## config.mk

```make
export PLATFORM = sky130hd
export DESIGN_NAME = hazard_sched_ctrl_flat
export DESIGN_NICKNAME = d
export VERILOG_FILES = /design/src/rtl/hazard_sched_ctrl_if.sv /design/src/rtl/hazard_sched_ctrl.sv /design/src/flat_wrapper.sv
export SDC_FILE = /design/constraint.sdc
export NUM_CORES = 1
export LEC_CHECK = 0
export ABC_CLOCK_PERIOD_IN_PS = 5980
export BUFFER_PORTS_ARGS = -buffer_cell sky130_fd_sc_hd__buf_2
export CAP_MARGIN = 15
export CORE_MARGIN = 5
export CORE_UTILIZATION = 53
export DETAILED_ROUTE_END_ITERATION = 8
export MAX_ROUTING_LAYER = met4
export PLACE_DENSITY_LB_ADDON = 0.3
export SLEW_MARGIN = 30
export SYNTH_ARGS = -nofsm -noshare
export SYNTH_HDL_FRONTEND = slang
export SYNTH_SLANG_ARGS = --single-unit
```

## constraint.sdc

```tcl
create_clock -name clk -period 5.98 [get_ports clk]
set_input_delay 0.897 -clock clk [delete_from_list [all_inputs] [get_ports clk]]
set_output_delay 0.897 -clock clk [all_outputs]
set_load 0.05 [all_outputs]
```

## src/rtl/hazard_sched_ctrl_if.sv

```systemverilog
// Pipeline status inputs and sequencer control outputs for the 5-stage core.
// The master side is the sequencer. The slave side is the pipeline datapath.
interface hazard_sched_ctrl_if #(
    parameter int OPBITS   = 4,
    parameter int REGBITS  = 4,
    parameter int CNT_BITS = 16
);
    // Decode / execute / memory stage status
    logic [OPBITS-1:0]   op_D;
    logic [REGBITS-1:0]  rs1_D;
    logic [REGBITS-1:0]  rs2_D;
    logic                use_rs1_D;
    logic                use_rs2_D;
    logic [OPBITS-1:0]   op_E;
    logic [REGBITS-1:0]  rd_E;
    logic                wen_E;
    logic                noop_E;
    logic [OPBITS-1:0]   op_M;
    logic                cond_M;
    logic                noop_M;
    logic                mem_ready;

    // Stage control
    logic                pc_en;
    logic                fd_en;
    logic                de_en;
    logic                em_en;
    logic                fd_flush;
    logic                de_bubble;
    logic                em_bubble;
    logic                mw_bubble;
    logic [1:0]          pc_sel;
    logic                mem_err;
    logic [CNT_BITS-1:0] stall_cnt;
    logic [CNT_BITS-1:0] flush_cnt;

    modport master (
        input  op_D, rs1_D, rs2_D, use_rs1_D, use_rs2_D,
        input  op_E, rd_E, wen_E, noop_E,
        input  op_M, cond_M, noop_M, mem_ready,
        output pc_en, fd_en, de_en, em_en,
        output fd_flush, de_bubble, em_bubble, mw_bubble,
        output pc_sel, mem_err, stall_cnt, flush_cnt
    );

    modport slave (
        output op_D, rs1_D, rs2_D, use_rs1_D, use_rs2_D,
        output op_E, rd_E, wen_E, noop_E,
        output op_M, cond_M, noop_M, mem_ready,
        input  pc_en, fd_en, de_en, em_en,
        input  fd_flush, de_bubble, em_bubble, mw_bubble,
        input  pc_sel, mem_err, stall_cnt, flush_cnt
    );
endinterface

```

## src/rtl/hazard_sched_ctrl.sv

```systemverilog
// Central pipeline sequencer: stage enables, bubbles/flushes and PC select
// from load-use hazards, M-stage redirects and multi-cycle memory waits.
module hazard_sched_ctrl #(
    parameter int                OPBITS      = 4,
    parameter int                REGBITS     = 4,
    parameter logic [OPBITS-1:0] LW_OP       = 4'b0111,
    parameter logic [OPBITS-1:0] SW_OP       = 4'b0011,
    parameter logic [OPBITS-1:0] BCOND_OP    = 4'b0010,
    parameter logic [OPBITS-1:0] JAL_OP      = 4'b0110,
    parameter int                MEM_TIMEOUT = 16,
    parameter int                CNT_BITS    = 16
) (
    input  logic                 clk,
    input  logic                 rst_n,
    hazard_sched_ctrl_if.master  bus
);
    localparam int                WBITS     = (MEM_TIMEOUT > 2) ? $clog2(MEM_TIMEOUT) : 1;
    localparam logic [WBITS-1:0]  W_ONE     = WBITS'(1);
    localparam logic [WBITS-1:0]  W_LAST    = WBITS'(MEM_TIMEOUT - 1);
    localparam logic [CNT_BITS-1:0] C_ONE   = CNT_BITS'(1);

    typedef enum logic {
        S_RUN,
        S_MEM_WAIT
    } state_t;

    state_t              r_state;
    state_t              w_state_nxt;
    logic [WBITS-1:0]    r_wait_cnt;
    logic [WBITS-1:0]    w_wait_cnt_nxt;
    logic                r_mem_err;
    logic [CNT_BITS-1:0] r_stall_cnt;
    logic [CNT_BITS-1:0] r_flush_cnt;

    logic       w_memreq;
    logic       w_redir;
    logic       w_luse;
    logic       w_err_set;
    logic       w_stall_inc;
    logic       w_flush_inc;
    logic       w_pc_en, w_fd_en, w_de_en, w_em_en;
    logic       w_fd_flush, w_de_bubble, w_em_bubble, w_mw_bubble;
    logic [1:0] w_pc_sel;

    // Hazard event decode from the current stage status
    always_comb begin
        w_memreq = !bus.noop_M && (bus.op_M == LW_OP || bus.op_M == SW_OP);
        w_redir  = !bus.noop_M && ((bus.op_M == BCOND_OP && bus.cond_M) || bus.op_M == JAL_OP);
        w_luse   = !bus.noop_E && bus.wen_E && bus.op_E == LW_OP &&
                   ((bus.use_rs1_D && bus.rs1_D == bus.rd_E) ||
                    (bus.use_rs2_D && bus.rs2_D == bus.rd_E));
    end

    // Next state and zero-latency control outputs; held at defaults while in reset
    always_comb begin
        // NOTE: every signal gets a default before any branch so no path leaves a latch.
        w_state_nxt    = r_state;
        w_wait_cnt_nxt = r_wait_cnt;
        w_err_set      = 1'b0;
        w_stall_inc    = 1'b0;
        w_flush_inc    = 1'b0;
        w_pc_en        = 1'b1;
        w_fd_en        = 1'b1;
        w_de_en        = 1'b1;
        w_em_en        = 1'b1;
        w_fd_flush     = 1'b0;
        w_de_bubble    = 1'b0;
        w_em_bubble    = 1'b0;
        w_mw_bubble    = 1'b0;
        w_pc_sel       = 2'b00;

        if (rst_n) begin
            unique case (r_state)
                S_RUN: begin
                    if (w_memreq && !bus.mem_ready) begin
                        {w_pc_en, w_fd_en, w_de_en, w_em_en} = 4'b0000;
                        w_mw_bubble    = 1'b1;
                        w_state_nxt    = S_MEM_WAIT;
                        w_wait_cnt_nxt = W_ONE;
                        w_stall_inc    = 1'b1;
                    end else if (w_redir) begin
                        w_pc_sel    = (bus.op_M == JAL_OP) ? 2'b10 : 2'b01;
                        w_fd_flush  = 1'b1;
                        w_de_bubble = 1'b1;
                        w_em_bubble = 1'b1;
                        w_flush_inc = 1'b1;
                    end else if (w_luse) begin
                        w_pc_en     = 1'b0;
                        w_fd_en     = 1'b0;
                        w_de_bubble = 1'b1;
                        w_stall_inc = 1'b1;
                    end
                end
                S_MEM_WAIT: begin
                    if (bus.mem_ready || r_wait_cnt == W_LAST) begin
                        // Release: the timeout path completes the access but flags it
                        w_state_nxt    = S_RUN;
                        w_wait_cnt_nxt = '0;
                        w_err_set      = !bus.mem_ready;
                    end else begin
                        {w_pc_en, w_fd_en, w_de_en, w_em_en} = 4'b0000;
                        w_mw_bubble    = 1'b1;
                        w_wait_cnt_nxt = r_wait_cnt + W_ONE;
                        w_stall_inc    = 1'b1;
                    end
                end
                default: w_state_nxt = S_RUN;
            endcase
        end
    end

    // State, wait counter, sticky error and saturating performance counters
    always_ff @(posedge clk or negedge rst_n) begin
        if (!rst_n) begin
            r_state     <= S_RUN;
            r_wait_cnt  <= '0;
            r_mem_err   <= 1'b0;
            r_stall_cnt <= '0;
            r_flush_cnt <= '0;
        end else begin
            // NOTE: non-blocking so every register samples pre-edge values regardless of order.
            r_state    <= w_state_nxt;
            r_wait_cnt <= w_wait_cnt_nxt;
            if (w_err_set)
                r_mem_err <= 1'b1;
            if (w_stall_inc && r_stall_cnt != '1)
                r_stall_cnt <= r_stall_cnt + C_ONE;
            if (w_flush_inc && r_flush_cnt != '1)
                r_flush_cnt <= r_flush_cnt + C_ONE;
        end
    end

    assign bus.pc_en     = w_pc_en;
    assign bus.fd_en     = w_fd_en;
    assign bus.de_en     = w_de_en;
    assign bus.em_en     = w_em_en;
    assign bus.fd_flush  = w_fd_flush;
    assign bus.de_bubble = w_de_bubble;
    assign bus.em_bubble = w_em_bubble;
    assign bus.mw_bubble = w_mw_bubble;
    assign bus.pc_sel    = w_pc_sel;
    assign bus.mem_err   = r_mem_err;
    assign bus.stall_cnt = r_stall_cnt;
    assign bus.flush_cnt = r_flush_cnt;
endmodule
```

## src/flat_wrapper.sv

```systemverilog
// flat-port wrapper written by rule: the top's interface ports become plain ports
module hazard_sched_ctrl_flat 
#(
    parameter int                OPBITS      = 4,
    parameter int                REGBITS     = 4,
    parameter logic [OPBITS-1:0] LW_OP       = 4'b0111,
    parameter logic [OPBITS-1:0] SW_OP       = 4'b0011,
    parameter logic [OPBITS-1:0] BCOND_OP    = 4'b0010,
    parameter logic [OPBITS-1:0] JAL_OP      = 4'b0110,
    parameter int                MEM_TIMEOUT = 16,
    parameter int                CNT_BITS    = 16
)
  (clk, rst_n, bus_op_D, bus_rs1_D, bus_rs2_D, bus_use_rs1_D, bus_use_rs2_D, bus_op_E, bus_rd_E, bus_wen_E, bus_noop_E, bus_op_M, bus_cond_M, bus_noop_M, bus_mem_ready, bus_pc_en, bus_fd_en, bus_de_en, bus_em_en, bus_fd_flush, bus_de_bubble, bus_em_bubble, bus_mw_bubble, bus_pc_sel, bus_mem_err, bus_stall_cnt, bus_flush_cnt);
  hazard_sched_ctrl_if #(.OPBITS(OPBITS), .REGBITS(REGBITS), .CNT_BITS(CNT_BITS)) bus_i ();
  input  logic clk;
  input  logic rst_n;
  input wire logic [$bits(bus_i.op_D)-1:0] bus_op_D;
  input wire logic [$bits(bus_i.rs1_D)-1:0] bus_rs1_D;
  input wire logic [$bits(bus_i.rs2_D)-1:0] bus_rs2_D;
  input wire logic [$bits(bus_i.use_rs1_D)-1:0] bus_use_rs1_D;
  input wire logic [$bits(bus_i.use_rs2_D)-1:0] bus_use_rs2_D;
  input wire logic [$bits(bus_i.op_E)-1:0] bus_op_E;
  input wire logic [$bits(bus_i.rd_E)-1:0] bus_rd_E;
  input wire logic [$bits(bus_i.wen_E)-1:0] bus_wen_E;
  input wire logic [$bits(bus_i.noop_E)-1:0] bus_noop_E;
  input wire logic [$bits(bus_i.op_M)-1:0] bus_op_M;
  input wire logic [$bits(bus_i.cond_M)-1:0] bus_cond_M;
  input wire logic [$bits(bus_i.noop_M)-1:0] bus_noop_M;
  input wire logic [$bits(bus_i.mem_ready)-1:0] bus_mem_ready;
  output wire logic [$bits(bus_i.pc_en)-1:0] bus_pc_en;
  output wire logic [$bits(bus_i.fd_en)-1:0] bus_fd_en;
  output wire logic [$bits(bus_i.de_en)-1:0] bus_de_en;
  output wire logic [$bits(bus_i.em_en)-1:0] bus_em_en;
  output wire logic [$bits(bus_i.fd_flush)-1:0] bus_fd_flush;
  output wire logic [$bits(bus_i.de_bubble)-1:0] bus_de_bubble;
  output wire logic [$bits(bus_i.em_bubble)-1:0] bus_em_bubble;
  output wire logic [$bits(bus_i.mw_bubble)-1:0] bus_mw_bubble;
  output wire logic [$bits(bus_i.pc_sel)-1:0] bus_pc_sel;
  output wire logic [$bits(bus_i.mem_err)-1:0] bus_mem_err;
  output wire logic [$bits(bus_i.stall_cnt)-1:0] bus_stall_cnt;
  output wire logic [$bits(bus_i.flush_cnt)-1:0] bus_flush_cnt;
  assign bus_i.op_D = bus_op_D;
  assign bus_i.rs1_D = bus_rs1_D;
  assign bus_i.rs2_D = bus_rs2_D;
  assign bus_i.use_rs1_D = bus_use_rs1_D;
  assign bus_i.use_rs2_D = bus_use_rs2_D;
  assign bus_i.op_E = bus_op_E;
  assign bus_i.rd_E = bus_rd_E;
  assign bus_i.wen_E = bus_wen_E;
  assign bus_i.noop_E = bus_noop_E;
  assign bus_i.op_M = bus_op_M;
  assign bus_i.cond_M = bus_cond_M;
  assign bus_i.noop_M = bus_noop_M;
  assign bus_i.mem_ready = bus_mem_ready;
  assign bus_pc_en = bus_i.pc_en;
  assign bus_fd_en = bus_i.fd_en;
  assign bus_de_en = bus_i.de_en;
  assign bus_em_en = bus_i.em_en;
  assign bus_fd_flush = bus_i.fd_flush;
  assign bus_de_bubble = bus_i.de_bubble;
  assign bus_em_bubble = bus_i.em_bubble;
  assign bus_mw_bubble = bus_i.mw_bubble;
  assign bus_pc_sel = bus_i.pc_sel;
  assign bus_mem_err = bus_i.mem_err;
  assign bus_stall_cnt = bus_i.stall_cnt;
  assign bus_flush_cnt = bus_i.flush_cnt;
  hazard_sched_ctrl #(.OPBITS(OPBITS), .REGBITS(REGBITS), .LW_OP(LW_OP), .SW_OP(SW_OP), .BCOND_OP(BCOND_OP), .JAL_OP(JAL_OP), .MEM_TIMEOUT(MEM_TIMEOUT), .CNT_BITS(CNT_BITS)) u_core (.clk(clk), .rst_n(rst_n), .bus(bus_i));
endmodule
```

== Word level (Yosys, flattened, before mapping) ==
Index checks and enable logic that the tools add are counted.
Widths: inputs -> output; s select.

* Mux-type cells: 37
* Reductions and logical operators: 19
* Bitwise logic cells: 1
* Equal/unequal tests: 11
* Add/sub/neg operators: 3

{| class="wikitable"
|+ Operators with widths
! cell !! number
|-
| $add 16x1->16 const B || 2
|-
| $ne 16x16->1 const B || 2
|-
| $mux 1 || 25
|-
| $eq 4x3->1 const B || 3
|-
| $logic_and 1x1->1 || 11
|-
| $mux 2 || 5
|-
| $eq 4x2->1 const B || 2
|-
| $eq 4x4->1 || 2
|-
| $mux 4 || 2
|-
| $pmux 1 s2 || 4
|-
| $pmux 4 s2 || 1
|-
| $add 4x1->4 const B || 1
|-
| $eq 4x4->1 const B || 1
|-
| $logic_or 1x1->1 || 4
|-
| $logic_not 1->1 || 3
|-
| $ne 2x1->1 const B || 1
|-
| $reduce_and 2->1 || 1
|-
| $not 1->1 || 1
|}

* Logic and storage cells: 76
* Output and inout port bits: 43
* Bits in registers: 38

== Longest topological paths before layout ==
* Word-level depth: 10
* Depth in mapped cells: 8

== Worst setup path before layout ==
Ideal clock, no wire load.

* Kind: in2out
* Start point: input port bus_op_M[3]
* End point: output port bus_pc_en
* Setup slack: 2.242 ns
* Data required time: 5.083 ns
* Arrival time: 2.841 ns
* Path buffers: 3
* Stages on the path: 7
* Cells stage by stage: nor2_1 and4b_1 a21oi_1 buf_1 buf_2 and2_1 buf_4

* Word-level cells in the longest chain between the ends: 8
* Elaborated cells on any way between the ends: 14
* Those cells by class: eq/ne (4); mux (4); reduce/logical (6)

{| class="wikitable"
|+ Ends and longest elaborated chain
! element !! line !! source
|-
| from (decl) || flat_wrapper.sv:26 || <nowiki>input wire logic [$bits(bus_i.op_M)-1:0] bus_op_M;</nowiki>
|-
| $eq 4x2->1 || hazard_sched_ctrl.sv:48 || <nowiki>w_redir = !bus.noop_M && ((bus.op_M == BCOND_OP && bus.cond_M) || bus.op_M == JAL_OP);</nowiki>
|-
| $logic_and 1x1->1 || hazard_sched_ctrl.sv:48 ||
|-
| $logic_or 1x1->1 || hazard_sched_ctrl.sv:48 ||
|-
| $logic_and 1x1->1 || hazard_sched_ctrl.sv:48 ||
|-
| $mux 1 || n/a ||
|-
| $mux 1 * || n/a ||
|-
| $pmux 1 s2 * || n/a ||
|-
| $mux 1 * || n/a ||
|-
| to (decl) || flat_wrapper.sv:30 || <nowiki>output wire logic [$bits(bus_i.pc_en)-1:0] bus_pc_en;</nowiki>
|}

Mark *: on every way between the ends. The rest lies on a longest branch, timed or not.

== Worst setup path after layout ==
* Start point: input port bus_op_E[3]
* End point: output port bus_fd_en

* Word-level cells in the longest chain between the ends: 8

{| class="wikitable"
|+ Ends and longest elaborated chain
! element !! line !! source
|-
| from (decl) || flat_wrapper.sv:22 || <nowiki>input wire logic [$bits(bus_i.op_E)-1:0] bus_op_E;</nowiki>
|-
| $eq 4x3->1 || hazard_sched_ctrl.sv:49 || <nowiki>w_luse = !bus.noop_E && bus.wen_E && bus.op_E == LW_OP &&</nowiki>
|-
| $logic_and 1x1->1 (2 in a row) || hazard_sched_ctrl.sv:49 ||
|-
| $mux 1 || hazard_sched_ctrl.sv:87 || <nowiki>end else if (w_luse) begin</nowiki>
|-
| $mux 1 || hazard_sched_ctrl.sv:81 || <nowiki>end else if (w_redir) begin</nowiki>
|-
| $mux 1 || hazard_sched_ctrl.sv:75 || <nowiki>if (w_memreq && !bus.mem_ready) begin</nowiki>
|-
| $pmux 1 s2 || hazard_sched_ctrl.sv:73 || <nowiki>unique case (r_state)</nowiki>
|-
| $mux 1 || hazard_sched_ctrl.sv:72 || <nowiki>if (rst_n) begin</nowiki>
|-
| to (decl) || flat_wrapper.sv:31 || <nowiki>output wire logic [$bits(bus_i.fd_en)-1:0] bus_fd_en;</nowiki>
|}

No other way between the ends.

==> results.yml <==
outcome:
  outcome: "finished, final reports clean"
setup_path:
  slowest_delay_ps: 430
  crit_required_ps: 5080
  r2r_end: "u_core.bus.stall_cnt[14]"
  critPathLaunch: "bus_op_E[3]"
  critPathArrivalTime_ps: 2700
  endpoint: "bus_fd_en"
  worst_path_most_repeated_cell: "buf_2"
  cp_max_fo: 16
  endpoint_kind: "output port"
  crit_chain: "buf_2, and4b_1, nand3b_1, nor4b_2, o2111ai_2, and2_1, buf_2"
  reg2reg_depth: 6
  startpoint_type: "input port"
  r2r_start: "u_core.r_wait_cnt[0]"
  slowest_stage: "o2111ai_2"
  reg2reg_slack_ps: 3510
  crit_type: "in -> out"
detailed_routing:
  drtIter0Drc: 98
  vias_per_cell: 5.385
  wl_per_cell_um: 14.01
  wirelength_um: 4736
  ant_nets: 0
  firstDrtPassIters: 4
  drc: 0
  vias: 1820
logic_synthesis:
  syn_area_um2: 2113
  syn_inst: 215
  synth_nets: 251
  synth.avg_cell_area_um2: 9.829
  synth_seq_cells: 38
  yosysWarnings: 0
  synth-main-ff-cell: "dfrtp_1"
  async_reset_ff_share_pct: 100.0
  synth_edf_count: 0
  synth_seq_area_share_pct: 45.00
  synthTopCellsByArea: "dfrtp_1 45%, xnor2_1 6.2%, xor2_1 5.8%"
  yosysTopAreaCell: "dfrtp_1"
  netlist.area_leader.share_pct: 45.00
  yosys.cell_types.count: 43
sta:
  post-route-period-util_pct: 60.19
  max_freq_mhz: 277.8
  finalSetupTns_ps: 0
  worst_slew_pin_slew_ps: 760.1
  hold_viol_final: 0
  rsz0062_at_grt: "no"
  setup_viol: 0
  fin_ws_ps: 2381
  skew_ps: 6.558
  post-route-min-period_ps: 3600
  maxSlewViolCount: 0
  maxSlewHeadroom_pct: 49.33
clock_network:
  cts_tree: "built"
  numCtsBuffers: 5
  ctsLongestPathBuffers: 2
  ctsRootBufferMaster: "clkbuf_8"
  htreeDepth: 2
  cts_resized: 0
  cts.sinks: 38
  clk_latency_ps: 280
  ctsHoldBuffers: 0
  path_clk_slew_ps: 70
  cts_setup_buffers: 0
power_and_ir_drop:
  power.density_nw_per_um2: 249.0
  max-vdd-ir-drop_uv: 204.7
  p_leak_uw: 0.001324
global_route:
  grt_max_degree: 45
  grt_pass1_wl_um: 7790
  overflow: 0
  first_global_vias: 1794
  grtUsageTotal_pct: 19.27
  antenna_found_initial: 0
placement:
  pre_cts_ws_ps: 2387
  hpwl_um: 3562
  gp_congestion: 0.7942
  placed_cell_area_um2: 2507
  dp.cells: 332
  io_buffers: 71
floorplan:
  die_x_um: 73.15
  die_h_um: 73.15
  start_util_pct: 53.60
  core_um2: 3943
  die_area_um2: 5350
  rows: 23
  io_pins: 76
min_path:
  min_path_type: "reg -> reg"
final_layout:
  multi_input_area_um2: 1090
  final_common_cell: "buf_2"
  final_net_count: 325
  antenna_cells: 0
  fillers: 339
  syn_to_final_growth_pct: 22.56
  drive_above_1_share_pct: 29.86
  design_area_um2: 2590
  final_cell_count_no_fill: 338
  fin_util_pct: 65.69
  mostFrequentLayoutCells: "71 x buf_2, 38 x dfrtp_1, 30 x nand2_1"
  regArea_um2: 950.9
run:
  drv_cap: 0
[area by class of cell]
type / instances / share of cell area (%)
Multi-Input combinational cell: 162 / 42.08
Sequential cell: 38 / 36.72
Timing Repair Buffer: 73 / 14.30
Clock buffer: 6 / 3.188
Tap cell: 50 / 2.415
Inverter: 9 / 1.304
[per-stage QoR]
stage	hold WS (ps)	power [µW]
2_1_floorplan	443.6	423.5
3_3_place_gp	448.5	470.0
3_5_place_dp	447.5	478.9
4_1_cts	464.1	653.6
5_1_grt	475.7	679.0
6_report	462.7	644.9
[cells by family after synthesis]
logic type                 Yosys count  share of synthesized area, %
AOI/OAI and AO/OA                   41                         14.62
and+or+nand+nor                     82                         19.48
buffers and inverters               15                         3.434
adders and majority gates            3                         1.776
xor gates and xnor gates            29                         12.02
muxes                                7                         3.671
DFF                                 38                         45.00
[cells in the mapped netlist, drive strengths merged, types with 2 or more instances]
library cell  count
a211oi            7
a21o              3
a21oi            12
and2              2
and3              3
and4b             2
buf               6
dfrtp            38
ha                3
inv               8
mux2              6
nand2            30
nand3            11
nand4             8
nor2             12
nor3              3
o2111ai           3
o211ai            2
o21ai             8
or3               3
xnor2            15
xor2             14
[routing by layer]
metal,track usage (%),part of all wire [%],vias to the layer above
met3,5.096,7.5,8
met4,6.762,1.6,0
li1,-,-,907
met2,31.48,47,56
met1,22.88,44,849
met5,-,0,-
[registers in the layout, indices dropped and copies added (netlist names)]
register,cells
u_core.r_state,1
u_core.bus.stall_cnt,16
u_core.bus.mem_err,1
u_core.r_wait_cnt,4
u_core.bus.flush_cnt,16
[worst min path at each step]
| stage | slack, ps | to | from | cells past startpoint |
|---|---|---|---|---|
| 5_1_grt | 480 | u_core.bus.mem_err | u_core.bus.mem_err | 1 |
| 2_1_floorplan | 440 | u_core.r_wait_cnt[3] | u_core.r_wait_cnt[3] | 1 |
| 3_5_place_dp | 450 | u_core.bus.mem_err | u_core.bus.mem_err | 1 |
| 6_report | 460 | u_core.bus.mem_err | u_core.bus.mem_err | 1 |
| 3_3_place_gp | 450 | u_core.bus.mem_err | u_core.bus.mem_err | 1 |
| 4_1_cts | 460 | u_core.bus.mem_err | u_core.bus.mem_err | 1 |
[critical path, delay by kind of cell]
kind                   cells  cell delay [ps]
buffers and inverters      2              300
and+or+nand+nor            4             1060
AOI/OAI and AO/OA          1              430
[where the power goes]
group / total (µW) / switching [µW] / internal [µW]
clock network: 173 / 84.3 / 88.9
logic: 155 / 108 / 46.9
registers: 316 / 36.0 / 280
No activity file was read; power rests on OpenSTA's default activity.
